[src/rtl/regfile_wb_arbiter.sv]
// regfile_wb_arbiter
//
// Purpose:
//   Shares the single write port of the 16-entry register bank between two
//   writeback requesters: the ALU (requester 0) and the load unit
//   (requester 1). Arbitration is round-robin using valid/ready handshakes.
//   The block also keeps a pending-write scoreboard so the issue stage can
//   spot read-after-write hazards on both of its read addresses.
//
// Ports:
//   clk, rst                 clock and synchronous active-high reset
//   req0_valid/ready/addr/data   ALU writeback handshake
//   req1_valid/ready/addr/data   load-unit writeback handshake
//   wb_hold                  blocks every grant while high
//   rf_we, rf_waddr, rf_wdata    registered bank write port
//   mark_valid, mark_addr    issue stage declares a new outstanding producer
//   chk_addr0, chk_addr1     read addresses to check for hazards
//   hazard0, hazard1         combinational hazard flags for those addresses
//   pending                  full scoreboard bit vector
//   err_unmarked             sticky flag: a commit hit a non-pending register
module regfile_wb_arbiter #(
  parameter int WIDTH = 20,
  parameter int AW    = 4
) (
  input  logic                 clk,
  input  logic                 rst,
  input  logic                 req0_valid,
  output logic                 req0_ready,
  input  logic [AW-1:0]        req0_addr,
  input  logic [WIDTH-1:0]     req0_data,
  input  logic                 req1_valid,
  output logic                 req1_ready,
  input  logic [AW-1:0]        req1_addr,
  input  logic [WIDTH-1:0]     req1_data,
  input  logic                 wb_hold,
  output logic                 rf_we,
  output logic [AW-1:0]        rf_waddr,
  output logic [WIDTH-1:0]     rf_wdata,
  input  logic                 mark_valid,
  input  logic [AW-1:0]        mark_addr,
  input  logic [AW-1:0]        chk_addr0,
  input  logic [AW-1:0]        chk_addr1,
  output logic                 hazard0,
  output logic                 hazard1,
  output logic [(1<<AW)-1:0]   pending,
  output logic                 err_unmarked
);

  localparam int DEPTH = 1 << AW;

  // Round-robin priority: names the requester that wins when both are valid.
  typedef enum logic {
    PRI_REQ0 = 1'b0,
    PRI_REQ1 = 1'b1
  } pri_t;

  pri_t             pri;
  logic             grant0;
  logic             grant1;
  logic             accept;
  logic [DEPTH-1:0] pending_next;

  // Grant logic. Ready is never raised during reset or hold, so no handshake
  // can complete then. Requester 0 wins unless requester 1 is also valid and
  // currently holds priority; at most one grant is ever high.
  always_comb begin
    grant0 = 1'b0;
    grant1 = 1'b0;
    if (!rst && !wb_hold) begin
      if (req0_valid && (!req1_valid || pri == PRI_REQ0)) begin
        grant0 = 1'b1;
      end else if (req1_valid) begin
        grant1 = 1'b1;
      end
    end
  end

  assign req0_ready = grant0;
  assign req1_ready = grant1;
  assign accept     = grant0 | grant1;

  // Scoreboard next state. The clear is applied before the set so a new
  // producer marked in the same cycle as a commit to that register survives.
  always_comb begin
    pending_next = pending;
    if (rf_we) begin
      pending_next[rf_waddr] = 1'b0;
    end
    if (mark_valid) begin
      pending_next[mark_addr] = 1'b1;
    end
  end

  // The bank still holds the old value during the rf_we cycle, so the
  // pending bit (and therefore the hazard) stays up until the cycle after.
  assign hazard0 = pending[chk_addr0];
  assign hazard1 = pending[chk_addr1];

  // Registered write port, priority pointer, scoreboard and error flag.
  // A write accepted just before reset is dropped because rf_we is forced
  // low by the reset edge; address/data only move on an accept so they hold
  // their last value while rf_we is low. err_unmarked looks at the scoreboard
  // before this edge's update, so a same-cycle re-mark does not hide an
  // unmarked commit.
  always_ff @(posedge clk) begin
    if (rst) begin
      rf_we        <= 1'b0;
      rf_waddr     <= '0;
      rf_wdata     <= '0;
      pri          <= PRI_REQ0;
      pending      <= '0;
      err_unmarked <= 1'b0;
    end else begin
      rf_we <= accept;
      if (grant0) begin
        rf_waddr <= req0_addr;
        rf_wdata <= req0_data;
      end else if (grant1) begin
        rf_waddr <= req1_addr;
        rf_wdata <= req1_data;
      end
      if (accept) begin
        pri <= grant0 ? PRI_REQ1 : PRI_REQ0;
      end
      pending <= pending_next;
      if (rf_we && !pending[rf_waddr]) begin
        err_unmarked <= 1'b1;
      end
    end
  end

endmodule

[config.mk]
export PLATFORM = sky130hd
export DESIGN_NAME = regfile_wb_arbiter
export DESIGN_NICKNAME = d
export VERILOG_FILES = /design/src/rtl/regfile_wb_arbiter.sv
export SDC_FILE = /design/constraint.sdc
export NUM_CORES = 1
export LEC_CHECK = 0
export BUFFER_PORTS_ARGS = -buffer_cell sky130_fd_sc_hd__buf_2
export CORE_AREA = 2 2 80 82
export CTS_CLUSTER_SIZE = 30
export DETAILED_ROUTE_END_ITERATION = 10
export DIE_AREA = 0 0 82 84
export PLACE_DENSITY = 0.75
export SLEW_MARGIN = 15
export SYNTH_ARGS = -nofsm -noshare
export SYNTH_HDL_FRONTEND = slang
export SYNTH_SLANG_ARGS = --single-unit
[constraint.sdc]
create_clock -name clk -period 1.3 [get_ports clk]
set_clock_uncertainty 0.05 [all_clocks]
set_input_delay 0.195 -clock clk [delete_from_list [all_inputs] [get_ports clk]]
set_output_delay 0.195 -clock clk [all_outputs]
set_load 0.05 [all_outputs]
==> impl_metrics.csv <==
group,metric,value,unit
sta,fin_crit,2020,ps
routing,highest_layer,"met4",
routing,wirelength_met1,3.43,mm
place,io_buffer_count,111,
synthesis,ys_types,34,
routing,vias,2724,
grt,grt_start_max_net_pins,44,
sta,rsz0062_at_grt,"true",
synthesis,synth.net_count,325,
grt,grt-ovfl-total,0,
die,die-area,6890,um2
routing,viasPerCell,5.53,
routing,drt-initial-drc-count,133,
critical_path,cp-start-kind,"flip-flop",
finish,final_nets,481,
die,io_pins,112,
clocking,cts_htree_levels,2,
clocking,cts-root-buf,"clkbuf_8",
synthesis,synth_top_area_share,33.8,%
finish,multi_input_area,1900,um2
critical_path,critPathMaxFanout,3,
critical_path,critPathKind,"reg2out",
finish,seq_area,941,um2
clocking,clock_path_buffers,2,
sta,post-route-period-util,155,%
clocking,cts.reportedPaths.clkPinSlew,80,ps
routing,wl,8.76,mm
clocking,cts_tree,"yes",
finish,layout-drive-gt1-share,65.6,%
sta,setup_viol,25,
clocking,clkLatencyLatePin,290,ps
finish,fin_cells,493,
synthesis,yosysSeqAreaShare,33.8,%
grt,grt_pass1_wl,13.7,mm
die,initial_core_util,41.7,%
die,die_y,84,um
sta,worst-slew-pin-transition,601,ps
synthesis,yosys-top-cells-count,"dfxtp_1 (43), a21oi_1 (41), inv_1 (25), a2111oi_2 (18), nor3_2 (18)",
hold_path,holdCritPathClass,"in2reg",
job,maxCapViolations,0,
finish,syn2layout_area_growth,74.3,%
place,post-dp-hpwl,5.75,mm
power,peakVddDrop,0.000578,V
grt,grt_usage,25.7,%
routing,met3RoutedLength,564,um
run_status,violations,"negative setup slack",
sta,final_max_slew_viol_count,0,
synthesis,ys_seq_elements,43,
synthesis,synth.most_common_cell,"dfxtp_1",
synthesis,synth_area_leaders,"dfxtp_1 (34%), a2111oi_2 (11%), mux4_1 (8.3%)",
synthesis,yosysWarnings,0,
power,power.density,835,nW/um2
synthesis,avgSynthCellArea,9.83,um2
synthesis,synth_enable_flop_cells,0,
power,p_total,3710,uW
place,place_inst,468,
synthesis,async_reset_ff_share,0,%
sta,slew_headroom,59.9,%
routing,wl_met2,4.63,mm
finish,n_antenna_cell,0,
routing,antenna_left,0,
sta,fmax,495,MHz
clocking,hold_buffers,0,
grt,grt_antenna_before_repair,0,
synthesis,syn_area,2540,um2
place,routabilityCongestion,0.822,
synthesis,yosys.area.top_type,"dfxtp_1",
synthesis,netlist_instances,259,
critical_path,cp-end-kind,"output port",
die,coreArea,6100,um2
routing,remaining_drc_errors,0,
finish,fillers,423,
clocking,numCtsBuffers,5,
sta,timing.final.ws_setup,-721,ps
power,cellLeakagePower,0.00183,uW
die,die_w,82,um
die,rows,29,
routing,avgRoutedWirePerCell,17.8,um
synthesis,synth_flop_cell,"dfxtp_1",
grt,first_global_vias,2784,
sta,hold_viol,0,
sta,tns,-2940,ps
critical_path,cp.required,1050,ps
run_status,outcome,"complete, but fails checks",
routing,drt_pass1_iterations,4,
clocking,clock-sinks,43,
critical_path,critical_path_arrival,1780,ps
metrics by stage:
stage	setup WS, ps	utilization (%)	instance area [um2]	hold slack [ps]
final	-721	72.8	4440	101
after detailed placement	-550	58.6	3570	410
after global placement	-501	58.6	3570	405
after global routing	-756	72.8	4440	100
after CTS	-730	71.0	4330	84.1
after floorplan	-433	-	2730	282
critical path, cell delays in order (launching register included):
cell,delay [ps]
dfxtp_4,350
mux4_2,470
mux4_2,490
buf_6,170
registers in the layout, summed over array words and instances, names as in the netlist:
signal,flops
err_unmarked,1
pri,1
rf_we,1
rf_wdata,20
pending,16
rf_waddr,4
routing by layer:
metal	track usage, %	vias up
met5	0	-
met4	6.52	0
met3	3.90	15
met2	46.5	126
met1	31.1	1295
li1	-	1288
cells by family after synthesis:
group,after synthesis,share of synthesized area [%]
buffers and inverters,48,8.85
AOI/OAI and AO/OA,84,25.1
DFF,43,33.8
and+or+nand+nor,69,18.8
muxes,15,13.5
cells in the final DEF, fill, tap and decap left out, types with 3 or more instances in the layout:
cell / n
a21oi_1: 39
buf_6: 19
nor3_2: 4
a2111oi_2: 4
a2111oi_4: 20
buf_8: 8
buf_4: 31
mux4_2: 13
o21ai_1: 9
dfxtp_4: 21
dfxtp_1: 21
o21ai_0: 5
inv_1: 25
nor3_4: 19
buf_12: 7
clkbuf_4: 3
nand3b_1: 4
buf_2: 102
nor2b_1: 3
nand2_1: 12
clkbuf_8: 5
nand3_1: 6
power breakdown:
part           leakage, uW  internal [uW]  total [uW]  switching, uW
logic              0.00140            532        1260            731
clock network    0.0000556            563        1040            474
registers         0.000368           1360        1410           49.3
cell type report:
| type | instances | area share (%) |
|---|---|---|
| clock buffer | 5 | 1.55 |
| clock inverter | 3 | 0.874 |
| inverter | 25 | 2.12 |
| multi-input combinational | 168 | 42.9 |
| sequential | 43 | 21.2 |
| tap | 77 | 2.17 |
| timing repair buffer | 172 | 29.2 |
final timing paths:
| check | start | endpoint | cells after the start | slack, ps |
|---|---|---|---|---|
| worst min register to register | pending[2]$_SDFF_PP0_ | pending[2]$_SDFF_PP0_ | 2 | 490 |
| worst max-delay path | pending[15]$_SDFF_PP0_ | hazard1 | 3 | -720 |
| worst max register to register | pri$_SDFFE_PP0P_ | rf_wdata[3]$_SDFFE_PP0P_ | 6 | -100 |
| worst min-delay path | req0_addr[0] | rf_waddr[0]$_SDFFE_PP0P_ | 3 | 100 |
what timing repair did:
item                       in CTS  in global routing
gates cloned                    2                  0
setup buffers                  13                  4
setup endpoints to repair      33                 43
pin swaps                      36                 30
resized for setup              88                 24
No activity file was read; power rests on OpenSTA's default activity.
